**src/rtl/uart_pkg.sv**
```systemverilog
// Shared UART definitions: receiver state encoding, oversampling constants and the
// baud-divider rule used by both uart_rx and uart_tx.
package uart_pkg;

  typedef enum logic [1:0] {
    IDLE,
    START,
    DATA,
    STOP
  } rx_state_t;

  localparam int UART_OVS      = 16;
  localparam int UART_SAMP_A   = 7;
  localparam int UART_SAMP_B   = 8;
  localparam int UART_DECIDE   = 9;
  localparam int UART_BITS     = 8;

  // Clock cycles per oversample tick, truncated and never below one.
  function automatic int uart_div(input int clk_hz, input int baud);
    int d;
    d = clk_hz / (baud * UART_OVS);
    return (d < 1) ? 1 : d;
  endfunction

  function automatic logic maj3(input logic a, input logic b, input logic c);
    return (a & b) | (a & c) | (b & c);
  endfunction

endpackage

```
**src/rtl/uart_baud_tick.sv**
```systemverilog
// Oversample tick generator: counts 0..DIV-1 and pulses tick on the last count.
// clr holds the count at zero so the tick phase restarts when clr is released.
module uart_baud_tick #(
  parameter int DIV = 1
) (
  input  logic clk,
  input  logic rst,
  input  logic clr,
  output logic tick
);

  localparam int CW = (DIV > 1) ? $clog2(DIV) : 1;
  localparam logic [CW-1:0] LAST = CW'(DIV - 1);

  logic [CW-1:0] cnt_q, cnt_d;

  assign tick = (cnt_q == LAST);

  always_comb begin
    // NOTE: a default assignment before any branch keeps this block from inferring a latch.
    cnt_d = cnt_q + 1'b1;
    if (clr || tick) cnt_d = '0;
  end

  always_ff @(posedge clk or posedge rst) begin
    // NOTE: sequential state uses non-blocking assignments so every flop samples pre-edge values.
    if (rst) cnt_q <= '0;
    else     cnt_q <= cnt_d;
  end

endmodule

```
**src/rtl/uart_rx.sv**
```systemverilog
// 8N1 UART receiver with 16x oversampling, 3-sample majority voting and a single-byte
// holding register presented through a valid/ready handshake.
module uart_rx
  import uart_pkg::*;
#(
  parameter int CLK_HZ = 100_000_000,
  parameter int BAUD   = 115200,
  parameter int OVS    = 16
) (
  input  logic       clk,
  input  logic       rst,
  input  logic       rx,
  output logic [7:0] rx_data,
  output logic       rx_valid,
  input  logic       rx_ready,
  output logic       frame_err,
  output logic       overrun
);

  localparam int DIV = uart_div(CLK_HZ, BAUD);
  localparam int SW  = $clog2(OVS);

  localparam logic [SW-1:0] S_A      = SW'(UART_SAMP_A);
  localparam logic [SW-1:0] S_B      = SW'(UART_SAMP_B);
  localparam logic [SW-1:0] S_DECIDE = SW'(UART_DECIDE);
  localparam logic [SW-1:0] S_LAST   = SW'(OVS - 1);
  localparam logic [2:0]    BIT_LAST = 3'(UART_BITS - 1);

  rx_state_t     state_q, state_d;
  logic [SW-1:0] s_q, s_d;
  logic [2:0]    bit_q, bit_d;
  logic [1:0]    samp_q, samp_d;
  logic [7:0]    shift_q, shift_d;
  logic          armed_q, armed_d;
  logic [7:0]    data_q, data_d;
  logic          valid_q, valid_d;
  logic          ferr_q, ferr_d;
  logic          ovr_q, ovr_d;

  logic       sync1_q, sync2_q;
  logic [1:0] sync_vld_q;
  logic       rx_s;
  logic       tick;
  logic       vote;
  logic       bit_strobe;
  logic       stop_strobe;

  // Flops reset to the idle level; sync_vld_q marks when they carry real pin samples, so
  // the forced ones at reset release can never arm start detection.
  always_ff @(posedge clk or posedge rst) begin
    if (rst) begin
      sync1_q    <= 1'b1;
      sync2_q    <= 1'b1;
      sync_vld_q <= 2'b00;
    end else begin
      sync1_q    <= rx;
      sync2_q    <= sync1_q;
      sync_vld_q <= {sync_vld_q[0], 1'b1};
    end
  end

  assign rx_s = sync2_q;

  uart_baud_tick #(.DIV(DIV)) u_tick (
    .clk  (clk),
    .rst  (rst),
    .clr  (state_q == IDLE),
    .tick (tick)
  );

  assign vote = maj3(samp_q[0], samp_q[1], rx_s);

  // State register.
  always_ff @(posedge clk or posedge rst) begin
    if (rst) begin
      state_q <= IDLE;
      s_q     <= '0;
      bit_q   <= '0;
      samp_q  <= '0;
      shift_q <= '0;
      armed_q <= 1'b0;
      data_q  <= '0;
      valid_q <= 1'b0;
      ferr_q  <= 1'b0;
      ovr_q   <= 1'b0;
    end else begin
      state_q <= state_d;
      s_q     <= s_d;
      bit_q   <= bit_d;
      samp_q  <= samp_d;
      shift_q <= shift_d;
      armed_q <= armed_d;
      data_q  <= data_d;
      valid_q <= valid_d;
      ferr_q  <= ferr_d;
      ovr_q   <= ovr_d;
    end
  end

  // Next-state logic. IDLE watches the line every clock; other states move on ticks only.
  always_comb begin
    state_d = state_q;
    s_d     = s_q;
    bit_d   = bit_q;
    armed_d = armed_q;
    unique case (state_q)
      IDLE: begin
        s_d   = '0;
        bit_d = '0;
        if (rx_s && sync_vld_q[1]) begin
          armed_d = 1'b1;
        end else if (!rx_s && armed_q) begin
          state_d = START;
          armed_d = 1'b0;
        end
      end
      START: if (tick) begin
        s_d = s_q + 1'b1;
        if (s_q == S_DECIDE && vote) state_d = IDLE;
        else if (s_q == S_LAST)      state_d = DATA;
      end
      DATA: if (tick) begin
        s_d = s_q + 1'b1;
        if (s_q == S_LAST) begin
          if (bit_q == BIT_LAST) state_d = STOP;
          else                   bit_d   = bit_q + 1'b1;
        end
      end
      STOP: if (tick) begin
        s_d = s_q + 1'b1;
        if (s_q == S_DECIDE) state_d = IDLE;
      end
      default: state_d = IDLE;
    endcase
  end

  assign bit_strobe  = (state_q == DATA) && tick && (s_q == S_DECIDE);
  assign stop_strobe = (state_q == STOP) && tick && (s_q == S_DECIDE);

  // Output logic: sample capture, shift register and the holding-register handshake.
  always_comb begin
    samp_d  = samp_q;
    shift_d = shift_q;
    data_d  = data_q;
    valid_d = valid_q & ~rx_ready;
    ferr_d  = 1'b0;
    ovr_d   = 1'b0;

    if (tick && state_q != IDLE) begin
      if (s_q == S_A) samp_d[0] = rx_s;
      if (s_q == S_B) samp_d[1] = rx_s;
    end

    if (bit_strobe) shift_d = {vote, shift_q[7:1]};

    // A handshake in the decision cycle frees the slot, so the new byte is not an overrun.
    if (stop_strobe) begin
      if (!vote) begin
        ferr_d = 1'b1;
      end else if (!valid_q || rx_ready) begin
        data_d  = shift_q;
        valid_d = 1'b1;
      end else begin
        ovr_d = 1'b1;
      end
    end
  end

  assign rx_data   = data_q;
  assign rx_valid  = valid_q;
  assign frame_err = ferr_q;
  assign overrun   = ovr_q;

endmodule

```
**config.mk**
```make
export PLATFORM = sky130hd
export DESIGN_NAME = uart_rx
export DESIGN_NICKNAME = d
export VERILOG_FILES = /design/src/rtl/uart_pkg.sv /design/src/rtl/uart_baud_tick.sv /design/src/rtl/uart_rx.sv
export SDC_FILE = /design/constraint.sdc
export NUM_CORES = 1
export LEC_CHECK = 0
export BUFFER_PORTS_ARGS = -buffer_cell sky130_fd_sc_hd__buf_2
export CAP_MARGIN = 20
export CELL_PAD_IN_SITES_DETAIL_PLACEMENT = 1
export CELL_PAD_IN_SITES_GLOBAL_PLACEMENT = 1
export CORE_MARGIN = 8
export CORE_UTILIZATION = 47
export CTS_CLUSTER_DIAMETER = 30
export DETAILED_ROUTE_END_ITERATION = 7
export GPL_TIMING_DRIVEN = 0
export PLACE_DENSITY = 0.76
export SYNTH_ARGS = -nofsm -noshare
export SYNTH_HDL_FRONTEND = slang
export SYNTH_SLANG_ARGS = --single-unit
```
**constraint.sdc**
```tcl
create_clock -name clk -period 2.4 [get_ports clk]
set_input_delay 0.24 -clock clk [delete_from_list [all_inputs] [get_ports clk]]
set_output_delay 0.24 -clock clk [all_outputs]
set_load 0.01 [all_outputs]
```
## Yosys cells after proc, flatten, opt, wreduce, memory -nomap -nowiden

Index checks and enable logic that the tools add are counted.

- Add/subtract/negate cells: 3
- Equality and inequality tests: 20
- Muxes and demuxes: 28
- Bitwise gates (word level): 7
- Reductions and logical operators: 23

Operator list:

| operator | number |
|---|---|
| 2-to-1 mux 2 bit | 10 |
| inequality test 2 bit, second input constant | 9 |
| equality test 4 bit, second input constant | 3 |
| 2-to-1 mux 1 bit | 10 |
| 2-to-1 mux 3 bit | 3 |
| AND reduction 9 bit | 1 |
| logical AND 1 bit | 8 |
| case mux 2 bit (4 select lines) | 1 |
| case mux 4 bit (2 select lines) | 1 |
| adder 6 x 1 -> 6 bit, second input constant | 1 |
| equality test 6 bit, second input constant | 1 |
| 2-to-1 mux 6 bit | 1 |
| case mux 3 bit (2 select lines) | 1 |
| AND reduction 2 bit | 3 |
| nonzero test 2 bit | 3 |
| adder 4 x 1 -> 4 bit, second input constant | 1 |
| AND 1 bit | 4 |
| equality test 2 bit, second input constant | 2 |
| equality test 4 x 3 -> 1 bit, second input constant | 1 |
| 2-to-1 mux 4 bit | 1 |
| AND reduction 4 bit | 1 |
| adder 3 x 1 -> 3 bit, second input constant | 1 |
| equality test 3 bit, second input constant | 1 |
| inequality test 3 bit, second input constant | 1 |
| 9 further kinds | 12 |

- Register bits: 41
- Output and inout port bits: 11

## Logic depth before layout (Yosys ltp)

- Depth in word-level cells: 7
- Depth in mapped cells: 7

## Modules after synthesis

A second synthesis with hierarchy kept.

- Cell total of the unflattened synthesis: 149
- Area, all modules: 1871.8 µm²

By module, submodules not included:

| module | times used | cells each | area each (µm²) |
|---|---|---|---|
| uart_rx | 1 | 122 | 1577.8 |
| uart_baud_tick | 1 | 27 | 294.0 |

## Worst setup path before layout

OpenSTA, ideal clock, no wires.

- Path type: register -> register
- Start point: reg u_tick.cnt_q[1]
- End point: reg data_q[0] (netlist: rx_data[0])
- Library setup time: 125 ps
- Arrival time: 1867 ps
- Required time: 2275 ps
- Path slack: 408 ps
- Cell stages (with the launch flop): 8
- Path buffers: 1
- Clock period less this slack: 1992 ps
- Path through: dfrtp_1 > inv_1 > ha_1 > nand3b_4 > or2_0 > buf_4 > nor4_4 > mux2_2

- Cells in the longest elaborated chain, start to end: 4

RTL lines:

| element | line | RTL |
|---|---|---|
| from (decl) | uart_baud_tick.sv:15 | `logic [CW-1:0] cnt_q, cnt_d;` |
| from (signal assigned) | uart_baud_tick.sv:28 | `else cnt_q <= cnt_d;` |
| equality test 6 bit | uart_baud_tick.sv:17 | `assign tick = (cnt_q == LAST);` |
| logical AND 1 bit (2 in a row) | uart_rx.sv:138 | `assign stop_strobe = (state_q == STOP) && tick && (s_q == S_DECIDE);` |
| AND reduction 3 bit (no line) | -- |  |
| to (signal assigned) | uart_rx.sv:93 | `data_q <= data_d;` |
| to (decl) | uart_rx.sv:35 | `logic [7:0] data_q, data_d;` |

No other way between the ends.
A chain may end at the register's enable or synchronous reset.

## Worst setup path in the final report

- Start point: reg u_tick.cnt_q[1]
- End point: reg data_q[3] (netlist: rx_data[3])

The elaborated chain is that of the path after synthesis.

==> results by group <==
Detailed routing
  • Met2 Wirelength: 1850 um
  • Via density: roughly 5.4
  • Drt wl/cell: about 16 um
  • Met1 wire length: roughly 1600 um
  • Drt total wl: ~3600 um
  • Vias after detailed routing: approximately 1,200
  • Met3 wire len: ~100 um
  • Antenna-violating nets left: 0
  • DR DRC count: 0
  • Highest Signal Layer: met4
  • 1st-iter DRT viols: 91
  • DRT Pass-1 Iters: 4

Synth
  • Netlist cell types: 36
  • Top_reg_cell synth: dfrtp_1
  • Area contributors post-synth: dfrtp_1 (53%), mux2_2 (12%), ha_1 (4.7%)
  • Top cells by count, synth: dfrtp_1 (39), mux2_2 (19), nor2_1 (15), nand2_1 (9)
  • Average size of a mapped cell: 12.1 sq um
  • Mapped cell area: roughly 0.0018 sq mm
  • Mapped Cells: 153
  • Synthesized net count: approximately 160
  • Share of the synthesized area in the top cell type: between 50% and 60%
  • Leading area contributor after synthesis: dfrtp_1
  • Yosys warns: 0
  • EDFF count, synth: 0
  • Async SR Flop Fraction: 100%
  • Yosys reg bits: 41
  • Count leader, synth: dfrtp_1
  • Sequential-to-total area share from yosys stat: between 50% and 60%

Power and ir drop
  • Comb power frac: 15.4%
  • Switch share: between 20 and 30%
  • Sequential share of power: 53.9%
  • Leakage: 1.02 nW
  • Clock power share: a little under a third
  • Cell Pwr Density: 739 mW/mm^2
  • Pint: between 1 and 1.5 mW
  • Maximum VDD drop: 0.475 mV
  • Net Sw Power: approximately 450 uW

Worst setup path
  • CP Capture Type: flip-flop
  • Worst r2r path cells: 7
  • Delay-heaviest family, CP: simple AND/OR/NAND/NOR gates
  • FF-to-FF setup slack: roughly 0.14 ns
  • CP Cell Sequence: inv_1 -> ha_1 -> nand3b_4 -> or2_0 -> buf_4 -> nor4_4 -> mux2_2
  • Critical Path AT: between 2 and 2.5 ns
  • Crit Path Max Fanout: 8
  • Buffer and inverter count on the worst path: 2
  • Crit path largest cell delay: about 0.57 ns
  • Critical path class: flip-flop to flip-flop
  • Worst path depth: 7
  • Reg2reg start: u_tick.cnt_q[1]
  • Cell at the slowest stage of the critical path: nor4_4
  • CP Launch Type: flip-flop
  • WP data required: 2.58 ns
  • CP startpoint: u_tick.cnt_q[1]

Clocking
  • CTS tree: yes
  • Worst skew pair latency: between 0.2 and 0.3 ns
  • Clock Sinks: slightly above 40
  • Post-cts sizing count: 0
  • Post-CTS Setup Repair Bufs: 0
  • Clk slew on worst S/H paths: approximately 0.08 ns
  • Clock buffer depth: 2
  • Number of CTS-inserted buffers: 5
  • H-tree level count: 2
  • CTS Hold Buffers Added: 0
  • Root Buffer: clkbuf_8

Timing
  • Max_slew headroom: 44.6%
  • Final setup fails: 0
  • Slew @ Worst Pin: between 0.8 and 0.9 ns
  • Final Skew: about 0.0045 ns
  • Post-layout min period: about 2.3 ns
  • RSZ-0062 raised after global routing: no
  • Period utilization: 94.0%
  • Max Fclk: roughly 440 MHz
  • Max Slew Vio Count: 0
  • Final Hold Vio Count: 0
  • Setup TNS Final: 0 ns
  • Hold WS: 0.0373 ns

Layout
  • Layout cells sized above 1: roughly 29%
  • Area Overhead vs Synth: 12.3%
  • Final net count: 185
  • Register area: just over 0.001 sq mm
  • Multi-input logic area: 767 sq um
  • Diodes inserted: 0
  • Fill cells: 413

Floorplanning
  • Row cnt: 22
  • # IOs: 15
  • Die height: 78.6 um
  • Core Region: between 0.003 and 0.004 sq mm
  • Die Area: roughly 0.0062 sq mm
  • Die width: around 79 um
  • Initial Util: a little under 50%

GRT
  • GRT Util Overall: 13.0%
  • Initial antenna violation count: 0
  • First-pass GRT wire length: around 6400 um
  • Largest net degree at the start of global routing: 42
  • Grt total ovfl: 0
  • Number of global-route vias before repair: around 1,300

Job
  • # Max-Cap Violations: 0

Outcome
  • Status: finished, final reports clean

Min path
  • HP Class: primary input to flip-flop
  • Hold path cells: 1
  • Hold path startpoint: rx

Place
  • Final Wtd Congestion: a little under 0.8
  • Input/output buffers: 14
  • HPWL after detailed placement: about 2700 um
-- area by class of cell --
class	instances	area share, %
plain buffers	5	1.09
clock buffers	6	3.99
clock inverters	2	0.665
inverters	7	1.27
multi-input cells	100	37.0
flip-flops and latches	41	49.7
well taps	48	2.90
repair buffers	14	3.38
-- cells in the final DEF (no fill, tap or decap), types with 4 or more instances in the layout --
cell type / instances
dfrtp_1: 39
mux2_2: 19
nor2_1: 15
buf_2: 14
nand2_1: 9
ha_1: 7
inv_1: 6
clkbuf_8: 6
xnor2_1: 5
a21oi_1: 4
clkbuf_1: 4
nor3_1: 4
nand3_1: 4
nand4_1: 4
-- worst paths after layout --
kind | endpoint
worst max-delay path | rx_data[3]
worst min-delay path | sync1_q
worst max register to register | rx_data[3]
worst min register to register | rx_s
max in group asynchronous | bit_q[1]
min in group asynchronous | u_tick.cnt_q[2]
-- worst register-to-register path, cell delays in order, from the launching register on --
cell and delay (ns):
dfrtp_1 0.42, inv_1 0.07, ha_1 0.19, nand3b_4 0.11, or2_0 0.21, buf_4 0.17
nor4_4 0.57, mux2_2 0.41
-- flip-flops by register name, summed over array words and instances, names as in the netlist, 2 cells and up, named ones only --
signal        cells
shift_q           8
u_tick.cnt_q      6
rx_data           8
sync_vld_q        2
s_q               4
samp_q            2
bit_q             3
-- kinds of logic (layout without fill, tap and decap cells) --
group                    Yosys count  in the layout  synth area share, %
AND/OR/NAND/NOR                   50             50                 15.5
flip-flops                        41             41                 55.8
multiplexers                      20             20                 12.1
AO/OA/AOI/OAI                     14             14                 5.16
buffers and inverters             12             34                 2.65
adder cells (fa/ha/maj)            8              8                 5.29
XOR/XNOR                           7              7                 3.32
other                              1              1                0.203
-- stage by stage --
step	setup slack (ns)	std cells	power [mW]	instance area, sq um	utilization, %
3_3_place_gp	0.223	215	1.05	1970	53.1
2_1_floorplan	0.408	153	1.00	1840	-
3_5_place_dp	0.121	215	1.08	1970	53.1
5_1_grt	0.00428	223	1.62	2070	55.7
6_report	0.143	223	1.53	2070	55.7
4_1_cts	0.102	223	1.56	2070	55.7
-- layer usage --
metal,track usage [%],up-vias
met5,0,-
met1,15.0,614
met2,22.3,15
li1,-,577
met4,3.89,0
met3,4.33,3
-- power by group through the flow --
stage / Sequential (mW) / Combinational, mW / Clock (mW)
global placement: 0.828 / 0.218 / 0
floorplan: 0.819 / 0.183 / 0
global route: 0.833 / 0.268 / 0.518
finish: 0.824 / 0.236 / 0.470
detailed placement: 0.840 / 0.239 / 0
CTS: 0.826 / 0.239 / 0.492
No activity file was read; power rests on OpenSTA's default activity.
